==> src/rtl/ex_mem_pipe_reg_if.sv <==
// EX->MEM pipeline bus: EX-side payload in, registered MEM-side payload and
// multicycle feedback (hilo_temp_o, cnt_o) out.
interface ex_mem_pipe_reg_if #(
  parameter int unsigned DATA_W = 32,
  parameter int unsigned ADDR_W = 5,
  parameter int unsigned CNT_W  = 2
);
  logic [ADDR_W-1:0]   ex_wd;
  logic                ex_wreg;
  logic [DATA_W-1:0]   ex_wdata;
  logic                ex_whilo;
  logic [DATA_W-1:0]   ex_hi;
  logic [DATA_W-1:0]   ex_lo;
  logic [2*DATA_W-1:0] ex_hilo_temp;
  logic [CNT_W-1:0]    ex_cnt;

  logic [ADDR_W-1:0]   mem_wd;
  logic                mem_wreg;
  logic [DATA_W-1:0]   mem_wdata;
  logic                mem_whilo;
  logic [DATA_W-1:0]   mem_hi;
  logic [DATA_W-1:0]   mem_lo;
  logic [2*DATA_W-1:0] hilo_temp_o;
  logic [CNT_W-1:0]    cnt_o;

  modport master (
    output ex_wd, ex_wreg, ex_wdata, ex_whilo, ex_hi, ex_lo, ex_hilo_temp, ex_cnt,
    input  mem_wd, mem_wreg, mem_wdata, mem_whilo, mem_hi, mem_lo, hilo_temp_o, cnt_o
  );

  modport slave (
    input  ex_wd, ex_wreg, ex_wdata, ex_whilo, ex_hi, ex_lo, ex_hilo_temp, ex_cnt,
    output mem_wd, mem_wreg, mem_wdata, mem_whilo, mem_hi, mem_lo, hilo_temp_o, cnt_o
  );
endinterface

==> src/rtl/ex_mem_pipe_reg.sv <==
// EX->MEM pipeline register with flush/stall bubble insertion, madd/msub
// multicycle state feedback and a saturating stall-bubble counter.
module ex_mem_pipe_reg #(
  parameter int unsigned DATA_W    = 32,
  parameter int unsigned ADDR_W    = 5,
  parameter int unsigned STALL_W   = 6,
  parameter int unsigned STAGE_IDX = 3,
  parameter int unsigned CNT_W     = 2,
  parameter int unsigned PERF_W    = 16
) (
  input  logic               clk,
  input  logic               rst,
  input  logic [STALL_W-1:0] stall,
  input  logic               flush,
  ex_mem_pipe_reg_if.slave   bus,
  output logic [PERF_W-1:0]  bubble_cnt
);

  logic                stall_ex;
  logic                stall_mem;
  logic                unused_stall;

  logic [ADDR_W-1:0]   wd_q;
  logic                wreg_q;
  logic [DATA_W-1:0]   wdata_q;
  logic                whilo_q;
  logic [DATA_W-1:0]   hi_q;
  logic [DATA_W-1:0]   lo_q;
  logic [2*DATA_W-1:0] temp_q;
  logic [CNT_W-1:0]    cnt_q;
  logic [PERF_W-1:0]   bubble_q;

  assign stall_ex     = stall[STAGE_IDX];
  assign stall_mem    = stall[STAGE_IDX+1];
  assign unused_stall = ^stall;

  always_ff @(posedge clk) begin
    if (rst) begin
      wd_q     <= '0;
      wreg_q   <= 1'b0;
      wdata_q  <= '0;
      whilo_q  <= 1'b0;
      hi_q     <= '0;
      lo_q     <= '0;
      temp_q   <= '0;
      cnt_q    <= '0;
      bubble_q <= '0;
    end else if (flush) begin
      // Squash wins over any stall; abandon the multicycle op too.
      wd_q    <= '0;
      wreg_q  <= 1'b0;
      wdata_q <= '0;
      whilo_q <= 1'b0;
      hi_q    <= '0;
      lo_q    <= '0;
      temp_q  <= '0;
      cnt_q   <= '0;
    end else if (stall_ex && !stall_mem) begin
      // MEM drains a bubble while EX keeps iterating its multicycle op.
      wd_q    <= '0;
      wreg_q  <= 1'b0;
      wdata_q <= '0;
      whilo_q <= 1'b0;
      hi_q    <= '0;
      lo_q    <= '0;
      temp_q  <= bus.ex_hilo_temp;
      cnt_q   <= bus.ex_cnt;
      if (bubble_q != {PERF_W{1'b1}}) begin
        bubble_q <= bubble_q + PERF_W'(1);
      end
    end else if (!stall_ex) begin
      wd_q    <= bus.ex_wd;
      wreg_q  <= bus.ex_wreg;
      wdata_q <= bus.ex_wdata;
      whilo_q <= bus.ex_whilo;
      hi_q    <= bus.ex_hi;
      lo_q    <= bus.ex_lo;
      temp_q  <= '0;
      cnt_q   <= '0;
    end
  end

  assign bus.mem_wd      = wd_q;
  assign bus.mem_wreg    = wreg_q;
  assign bus.mem_wdata   = wdata_q;
  assign bus.mem_whilo   = whilo_q;
  assign bus.mem_hi      = hi_q;
  assign bus.mem_lo      = lo_q;
  assign bus.hilo_temp_o = temp_q;
  assign bus.cnt_o       = cnt_q;
  assign bubble_cnt      = bubble_q;

endmodule

==> src/flat_wrapper.sv <==
// flat-port wrapper written by rule: the top's interface ports become plain ports
module ex_mem_pipe_reg_flat 
#(
  parameter int unsigned DATA_W    = 32,
  parameter int unsigned ADDR_W    = 5,
  parameter int unsigned STALL_W   = 6,
  parameter int unsigned STAGE_IDX = 3,
  parameter int unsigned CNT_W     = 2,
  parameter int unsigned PERF_W    = 16
)
  (clk, rst, stall, flush, bubble_cnt, bus_ex_wd, bus_ex_wreg, bus_ex_wdata, bus_ex_whilo, bus_ex_hi, bus_ex_lo, bus_ex_hilo_temp, bus_ex_cnt, bus_mem_wd, bus_mem_wreg, bus_mem_wdata, bus_mem_whilo, bus_mem_hi, bus_mem_lo, bus_hilo_temp_o, bus_cnt_o);
  ex_mem_pipe_reg_if #(.DATA_W(DATA_W), .ADDR_W(ADDR_W), .CNT_W(CNT_W)) bus_i ();
  input  logic clk;
  input  logic rst;
  input  logic [STALL_W-1:0] stall;
  input  logic flush;
  output logic [PERF_W-1:0] bubble_cnt;
  input wire logic [$bits(bus_i.ex_wd)-1:0] bus_ex_wd;
  input wire logic [$bits(bus_i.ex_wreg)-1:0] bus_ex_wreg;
  input wire logic [$bits(bus_i.ex_wdata)-1:0] bus_ex_wdata;
  input wire logic [$bits(bus_i.ex_whilo)-1:0] bus_ex_whilo;
  input wire logic [$bits(bus_i.ex_hi)-1:0] bus_ex_hi;
  input wire logic [$bits(bus_i.ex_lo)-1:0] bus_ex_lo;
  input wire logic [$bits(bus_i.ex_hilo_temp)-1:0] bus_ex_hilo_temp;
  input wire logic [$bits(bus_i.ex_cnt)-1:0] bus_ex_cnt;
  output wire logic [$bits(bus_i.mem_wd)-1:0] bus_mem_wd;
  output wire logic [$bits(bus_i.mem_wreg)-1:0] bus_mem_wreg;
  output wire logic [$bits(bus_i.mem_wdata)-1:0] bus_mem_wdata;
  output wire logic [$bits(bus_i.mem_whilo)-1:0] bus_mem_whilo;
  output wire logic [$bits(bus_i.mem_hi)-1:0] bus_mem_hi;
  output wire logic [$bits(bus_i.mem_lo)-1:0] bus_mem_lo;
  output wire logic [$bits(bus_i.hilo_temp_o)-1:0] bus_hilo_temp_o;
  output wire logic [$bits(bus_i.cnt_o)-1:0] bus_cnt_o;
  assign bus_i.ex_wd = bus_ex_wd;
  assign bus_i.ex_wreg = bus_ex_wreg;
  assign bus_i.ex_wdata = bus_ex_wdata;
  assign bus_i.ex_whilo = bus_ex_whilo;
  assign bus_i.ex_hi = bus_ex_hi;
  assign bus_i.ex_lo = bus_ex_lo;
  assign bus_i.ex_hilo_temp = bus_ex_hilo_temp;
  assign bus_i.ex_cnt = bus_ex_cnt;
  assign bus_mem_wd = bus_i.mem_wd;
  assign bus_mem_wreg = bus_i.mem_wreg;
  assign bus_mem_wdata = bus_i.mem_wdata;
  assign bus_mem_whilo = bus_i.mem_whilo;
  assign bus_mem_hi = bus_i.mem_hi;
  assign bus_mem_lo = bus_i.mem_lo;
  assign bus_hilo_temp_o = bus_i.hilo_temp_o;
  assign bus_cnt_o = bus_i.cnt_o;
  ex_mem_pipe_reg #(.DATA_W(DATA_W), .ADDR_W(ADDR_W), .STALL_W(STALL_W), .STAGE_IDX(STAGE_IDX), .CNT_W(CNT_W), .PERF_W(PERF_W)) u_core (.clk(clk), .rst(rst), .stall(stall), .flush(flush), .bus(bus_i), .bubble_cnt(bubble_cnt));
endmodule
==> config.mk <==
export PLATFORM = sky130hd
export DESIGN_NAME = ex_mem_pipe_reg_flat
export DESIGN_NICKNAME = d
export VERILOG_FILES = /design/src/rtl/ex_mem_pipe_reg_if.sv /design/src/rtl/ex_mem_pipe_reg.sv /design/src/flat_wrapper.sv
export SDC_FILE = /design/constraint.sdc
export NUM_CORES = 1
export LEC_CHECK = 0
export ABC_AREA = 1
export CAP_MARGIN = 20
export CORE_MARGIN = 2
export CORE_UTILIZATION = 30
export CTS_CLUSTER_DIAMETER = 40
export CTS_CLUSTER_SIZE = 8
export DETAILED_ROUTE_END_ITERATION = 12
export HOLD_SLACK_MARGIN = 0.08
export SLEW_MARGIN = 10
export SYNTH_ARGS = -nofsm -noshare
export SYNTH_HDL_FRONTEND = slang
export SYNTH_SLANG_ARGS = --single-unit
==> constraint.sdc <==
create_clock -name clk -period 1.78 [get_ports clk]
set_clock_uncertainty 0.05 [all_clocks]
set_input_delay 0.356 -clock clk [delete_from_list [all_inputs] [get_ports clk]]
set_output_delay 0.356 -clock clk [all_outputs]
set_load 0.01 [all_outputs]
==> results.cfg, run 1 <==
[synth]
yosys_warnings = 0
ys_seq_elements = 185
syn-num-nets = 1093
synth_top_area_share_pct = 53.7
ys_seq_area_share_pct = 53.7
syn_area_um2 = 6900
syn_inst = 914
synth.area.top_cells = dfxtp_1 54%, nand2_1 18%, a21oi_1 13%, nand3_1 6.2%, buf_2 2.2%
avgSynthCellArea_um2 = 7.55
yosysTopAreaCell = dfxtp_1
ys_types = 20

[clock_tree]
insertion_delay_ps = 430
ctsResizeCount = 22
post_cts.repair.setup_buffers = 0
cts.sinks = 185
clockRootBuffer = clkbuf_16
h-tree-depth = 4
clk_pin_slew_ps = 80
cts.path.max_buffers = 2
cts_tree = yes
hold_buffers = 0
numCtsBuffers = 17

[critical_path]
crit_fanout = 2
end_kind = primary output
crit_required_ps = 1370
arrival_ps = 1330
path_class = reg2out
path_buf_inv = 1
slowest_stage = clkdlybuf4s50_1
worst_setup_path_start_kind = flip-flop
slowest_delay_ps = 580
path_depth = 1
r2r_cells = 9
crit_family = buffers and inverters
crit_path_cell_trace = clkdlybuf4s50_1

[final_layout]
multi_input_area_um2 = 2760
final_area_um2 = 11400
area_growth_syn_to_layout_pct = 65.7
drive_gt1_share_pct = 6.21
layout_common_cells = 323 x nand2_1, 301 x clkdlybuf4s50_1, 179 x dfxtp_1
fin_nets = 1424
fillCellCount = 2236
finish.utilization_pct = 50.5
mostFrequentLayoutCell = nand2_1
seq_area_um2 = 3710

[drt]
firstDrtPassIters = 4
drt-initial-drc-count = 339
via_per_inst = 4.56
vias = 7038
drt_wl_total_um = 23400
ant_nets = 0
drc = 0
post_drt_wl_per_cell_um = 15.2

[sta]
min_period_over_period_pct = 97.4
fin_setup_tns_ps = 0
fin_ws_ps = 47.0
whs_ps = 407
post-route-min-period_ps = 1730
fmax_mhz = 577
hold_violations = 0
rsz0062_at_grt = false
max_slew_margin_pct = 57.9
tightest_slew_ps = 632
setup_viol_count_final = 0
slew_viol_final = 0

[placement]
place_congestion = 0.756
io_buffers = 358
place_ws_ps = 67.9
dp_hpwl_um = 16000
placed_cell_area_um2 = 10800

[power]
seqPwrFrac_pct = 47.5
p_clk_share_pct = 40.4
p_per_area_nw_per_um2 = 788
switching_share_pct = 25.4
leakage_nw = 4.86
p_sw_mw = 2.29
pwr-share-comb_pct = 12.2
p_int_mw = 6.71
irDropWorstVdd_v = 0.000517

[global_route]
grt_max_degree = 71
grt_pass1_vias = 6577
grt_pass1_wl_um = 36200
antenna_found_initial = 2
grtUsageTotal_pct = 18.8
globalRouteOverflowTotal = 0

[die]
die_h_um = 156
core_area_um2 = 22600
start_util_pct = 30.5
num_rows = 55
fp.dieArea_um2 = 24200
die_w_um = 156
ioPinCount = 363

[run]
drv_cap = 0

[min_path]
min_path_cells = 2
hold_path.class = reg2reg

[outcome]
status = finished clean
metal layers:
metal / vias up / track usage (%) / wire length [um]
met2: 249 / 30.6 / 10700
li1: 3603 / - / -
met1: 3165 / 22.8 / 10100
met4: 0 / 5.59 / 388
met3: 21 / 7.94 / 2200
met5: - / 0 / 0
stage by stage:
step / total power, mW / instances
3_5_place_dp: 5.49 / 1511
3_3_place_gp: 5.48 / 1511
2_1_floorplan: 4.77 / 914
6_report: 9.01 / 1543
4_1_cts: 9.16 / 1542
5_1_grt: 9.41 / 1543
Yosys cell counts:
| cell type | count |
|---|---|
| inv_1 | 22 |
| nand2_4 | 2 |
| dfxtp_1 | 185 |
| buf_4 | 2 |
| buf_6 | 3 |
| nor2_1 | 28 |
| nor2_2 | 6 |
| a21oi_1 | 175 |
| buf_2 | 31 |
| nor3_1 | 2 |
| nand3_1 | 86 |
| clkinv_1 | 8 |
| nand2_2 | 2 |
| nand2_1 | 324 |
| clkbuf_1 | 27 |
| nand3_2 | 2 |
| inv_2 | 4 |
| buf_1 | 3 |
| xnor2_1 | 1 |
| ha_1 | 1 |
cell type report:
class	instances	share of cell area (%)
repair buffers	378	34.3
flip-flops and latches	185	32.5
multi-input cells	629	24.2
clock buffers	19	3.87
well taps	285	3.12
inverters	34	1.12
clock inverters	12	1.01
diodes	1	0.0219
power groups by stage:
stage                     Clock, mW  Sequential (mW)  Combinational (mW)
final                          3.64             4.27                1.09
after global routing           3.93             4.29                1.20
after CTS                      3.77             4.28                1.12
after detailed placement          0             4.37                1.11
after global placement            0             4.37                1.11
after floorplan                   0             4.42               0.357
cells by family after synthesis:
| logic type | Yosys count | share of synthesized area, % |
|---|---|---|
| buf+inv | 100 | 6.44 |
| flops | 185 | 53.7 |
| compound gates | 175 | 12.7 |
| simple gates | 452 | 26.9 |
| fa+ha+maj | 1 | 0.181 |
| xor+xnor | 1 | 0.127 |
registers in the layout, summed over array words and instances (netlist names):
register / cells
u_core.bus.mem_wdata: 32
u_core.bus.mem_hi: 32
u_core.bus.cnt_o: 2
u_core.bus.hilo_temp_o: 64
u_core.bus.mem_lo: 32
u_core.bus.mem_wreg: 1
u_core.bus.mem_wd: 5
u_core.bus.mem_whilo: 1
u_core.bubble_cnt: 16
final timing paths:
path / slack [ps] / start / endpoint
max reg2reg: 170 / u_core.bubble_cnt[1] / u_core.bubble_cnt[13]
min: 410 / u_core.bus.mem_wdata[11] / u_core.bus.mem_wdata[11]
max: 50 / u_core.bus.hilo_temp_o[61] / bus_hilo_temp_o[61]
min reg2reg: 410 / u_core.bus.mem_wdata[11] / u_core.bus.mem_wdata[11]
Note: power is estimated with default switching activity, not from simulation.
==> run 2: changes to the inputs <==
- PLACE_DENSITY_LB_ADDON: not set -> 0.12
==> run 2 against run 1 <==
- critical path depth did not move
- register-to-register slack barely moved
- first-iteration DRC count rose by 3.2%
- critical path type unchanged
==> results.cfg, run 2 (synthesized netlist as in run 1, its figures left out) <==
[global_route]
grt_pass1_wl_um = 36200
antenna_found_initial = 2
grtUsageTotal_pct = 18.8
grtUsageMet3_pct = 8.08
grt_use_met2_pct = 31.8
globalRouteOverflowTotal = 0
grt_max_degree = 91
grt_pass1_vias = 6589
use_met1_pct = 21.9
busiest_layer = met2

[critical_path]
end_kind = primary output
r2r_start = u_core.bubble_cnt[1]
crit_path_cell_trace = clkdlybuf4s50_1
crit_family = buffers and inverters
crit_fanout = 2
slowest_stage = clkdlybuf4s50_1
arrival_ps = 1330
slowest_delay_ps = 580
crit_start = u_core.bus.mem_wdata[24]
path_buf_inv = 1
path_class = reg2out
crit_required_ps = 1370
worst_setup_path_start_kind = flip-flop

[power]
p_per_area_nw_per_um2 = 792
leakage_nw = 4.98
power_mw = 9.10
irDropWorstVdd_v = 0.000533

[clock_tree]
numCtsBuffers = 17
insertion_delay_ps = 430
clk_pin_slew_ps = 70
h-tree-depth = 4
cts.sinks = 185
cts_tree = yes
post_cts.repair.setup_buffers = 0
hold_buffers = 0
cts.path.max_buffers = 2
clockRootBuffer = clkbuf_16

[drt]
post_drt_wl_per_cell_um = 15.2
drc = 0
drt_wl_total_um = 23500
ant_nets = 0
via_per_inst = 4.56
drt-initial-drc-count = 350
firstDrtPassIters = 4
vias = 7040

[die]
core_area_um2 = 22600
ioPinCount = 363
fp.dieArea_um2 = 24200
num_rows = 55
die_w_um = 156
start_util_pct = 30.5
die_h_um = 156

[sta]
post-route-min-period_ps = 1730
fmax_mhz = 577
max_slew_margin_pct = 71.2
setup_viol_count_final = 0
hold_violations = 0
tightest_slew_ps = 432
slew_viol_final = 0
min_period_over_period_pct = 97.4

[final_layout]
largest_reg_flops = 64
diodes = 0
area_growth_syn_to_layout_pct = 66.5
fin_nets = 1426
fillCellCount = 2212
layout_common_cells = 323 x nand2_1, 291 x clkdlybuf4s50_1, 176 x dfxtp_1
mostFrequentLayoutCell = nand2_1
final_area_um2 = 11500
drive_gt1_share_pct = 6.75

[run]
drv_cap = 0

[placement]
dp_hpwl_um = 16100
place_congestion = 0.755
placed_cell_area_um2 = 10800
io_buffers = 358

[min_path]
hp-start = u_core.bus.mem_wdata[11]
hold_path.class = reg2reg

[outcome]
status = finished clean
-- run 2: power by group --
group          total (mW)  internal [mW]  switching, mW
clock                3.72           1.89           1.83
combinational        1.10          0.618          0.483
sequential           4.27           4.23         0.0463
-- run 2: repair_timing --
| action | CTS | global route |
|---|---|---|
| endpoints found under the setup margin | 27 | 43 |
| pin swaps | 0 | 0 |
| resized for setup | 32 | 43 |
-- run 2: area by class of cell --
type,instances,area [um2],share of cell area [%]
Clock buffer,18,439,3.82
Clock inverter,14,131,1.14
Inverter,34,128,1.11
Multi-Input combinational cell,629,2760,24.0
Sequential cell,185,3710,32.3
Tap cell,285,357,3.10
Timing Repair Buffer,380,3960,34.4
-- run 2: per-stage QoR --
step                utilization [%]  setup WS (ps)  hold slack [ps]  instances  setup TNS [ps]
CTS                            50.3          0.276              397       1545               0
global route                   50.7         -0.764              409       1545          -0.764
global placement               47.8           88.5              391       1513               0
finish                         50.7           46.4              409       1545               0
floorplan                         -            235              431        914               0
detailed placement             47.8           55.5              400       1513               0
-- run 2: worst reg2reg max path, delay by kind of cell, from the launching register on --
kind | cells | cell delay [ps]
fa+ha+maj | 1 | 240
buf+inv | 1 | 180
flops | 1 | 380
compound gates | 1 | 160
simple gates | 6 | 510
-- run 2: routing by layer --
metal,share of wire (%),up-vias
met1,41,3164
met4,1.4,4
met5,0.11,-
met2,48,237
met3,10,27
li1,-,3608
-- run 2: path summary, 6_finish.rpt --
path | depth (start not counted) | to | slack [ps]
min reg2reg | 2 | u_core.bus.mem_wdata[11] | 410
max | 1 | bus_mem_wdata[24] | 50
min | 2 | u_core.bus.mem_wdata[11] | 410
max reg2reg | 9 | u_core.bubble_cnt[15] | 180
==> run 3: changes to the inputs <==
- SKIP_CTS_REPAIR_TIMING: not set -> 1
==> run 3 against run 2 <==
- power about the same
- routed wire length hardly changed
- sequential share of layout area decreased by 0.24 points
- hold slack lost 1.5 ps
- utilization increased by 0.38 points
- fmax barely moved
- clock power is essentially flat
- critical path depth is the same
- critical path type unchanged
==> results.cfg, run 3 (synthesized netlist as in run 1, its figures left out) <==
[sta]
setup_viol_count_final = 0
tightest_slew_ps = 424
min_period_over_period_pct = 97.3
fin_setup_tns_ps = 0
fmax_mhz = 577
hold_violations = 0
slew_viol_final = 0
max_slew_margin_pct = 71.8
post-route-min-period_ps = 1730

[clock_tree]
cts_tree = yes
h-tree-depth = 4
cts.sinks = 185
insertion_delay_ps = 430
numCtsBuffers = 17
clk_pin_slew_ps = 70
clockRootBuffer = clkbuf_16
cts.path.max_buffers = 2

[critical_path]
reg2reg_slack_ps = 180
r2r_start = u_core.bubble_cnt[1]
r2r-end = u_core.bubble_cnt[10]
r2r_cells = 9
crit_fanout = 2
end_kind = primary output
path_buf_inv = 1
arrival_ps = 1330
crit_family = buffers and inverters
path_depth = 1
slowest_delay_ps = 580
crit_path_cell_trace = clkdlybuf4s50_1
path_class = reg2out
crit_start = u_core.bus.mem_wdata[24]
worst_setup_path_start_kind = flip-flop
crit_required_ps = 1370
slowest_stage = clkdlybuf4s50_1

[placement]
place_congestion = 0.755
io_buffers = 358
dp_hpwl_um = 16100
placedCellCount = 1513

[drt]
drt_wl_total_um = 23600
drt-initial-drc-count = 346
post_drt_wl_per_cell_um = 15.2
drc = 0
vias = 7037
ant_nets = 0
firstDrtPassIters = 5
via_per_inst = 4.55

[power]
pwr-share-comb_pct = 12.1
leakage_nw = 5.29
irDropWorstVdd_v = 0.000531
seqPwrFrac_pct = 47.0
p_per_area_nw_per_um2 = 786
switching_share_pct = 25.9
p_sw_mw = 2.36
p_int_mw = 6.74
p_clk_share_pct = 40.9

[die]
die_h_um = 156
num_rows = 55
core_area_um2 = 22600
fp.dieArea_um2 = 24200
ioPinCount = 363
die_w_um = 156
start_util_pct = 30.5

[min_path]
min_path_cells = 2
hold-path-endpoint = u_core.bus.mem_wdata[11]
hold_path.class = reg2reg
hp-start = u_core.bus.mem_wdata[11]

[final_layout]
largest_reg_flops = 64
mostFrequentLayoutCell = nand2_1
diodes = 0
fillCellCount = 2197
stdcell_count = 1545
seq_area_um2 = 3710
drive_gt1_share_pct = 6.75
area_growth_syn_to_layout_pct = 67.7
fin_nets = 1426
multi_input_area_um2 = 2760
layout_common_cells = 323 x nand2_1, 291 x clkdlybuf4s50_1, 176 x dfxtp_1

[global_route]
globalRouteOverflowTotal = 0
grt_use_met2_pct = 31.8
grtUsageTotal_pct = 18.8
grt_pass1_wl_um = 36200
busiest_layer = met2
grt_pass1_vias = 6591
antenna_found_initial = 2
use_met1_pct = 21.9
grtUsageMet3_pct = 8.08
grt_max_degree = 91

[run]
drv_cap = 0

[outcome]
status = finished clean
## run 3: changes by cell type in the layout (fill, tap and decap cells not counted), sizes merged
cell          change
dlygate4sd2      -23
dlymetal6s2s     +23
## run 3: stage by stage
step                setup slack, ps  power, mW  hold WS [ps]  cell area [um2]  utilization, %
global placement               88.5       5.49           391            10800            47.8
finish                         47.3       9.10           407            11600            51.1
detailed placement             55.5       5.49           400            10800            47.8
floorplan                       235       4.77           431             6900               -
CTS                            -150       9.26           397            11400            50.3
global route                 -0.764       9.50           409            11600            51.1
## run 3: worst max path at each step
stage	slack, ps	to
2_1_floorplan	230	u_core.bubble_cnt[15]
3_3_place_gp	90	u_core.bus.mem_lo[2]
3_5_place_dp	60	u_core.bus.mem_lo[6]
4_1_cts	-150	bubble_cnt[2]
5_1_grt	-0.8	bus_hilo_temp_o[1]
6_report	50	bus_mem_wdata[24]
## run 3: power by group through the flow
stage	clock, mW	sequential, mW	combinational (mW)
after floorplan	0	4.42	0.357
after global placement	0	4.37	1.12
after detailed placement	0	4.37	1.12
after CTS	3.86	4.28	1.13
after global routing	4.01	4.29	1.20
final	3.72	4.27	1.11
## run 3: layout make-up
class,count,share of cell area (%)
well taps,285,3.08
multi-input cells,629,23.9
clock buffers,18,3.80
repair buffers,380,34.9
clock inverters,14,1.14
flip-flops and latches,185,32.1
inverters,34,1.10
## run 3: routing by layer
metal  vias up  wire [um]  share of wire (%)
met5         -         27               0.11
met4         4        294                1.2
met3        25       2320                9.8
met2       236      11300                 48
met1      3166       9640                 41
li1       3606          -                  -
## run 3: tightest hold or removal path, delay by kind of cell (launching register included)
| kind | cells | cell delay [ps] |
|---|---|---|
| compound gates | 1 | 50 |
| simple gates | 1 | 50 |
| flops | 1 | 310 |
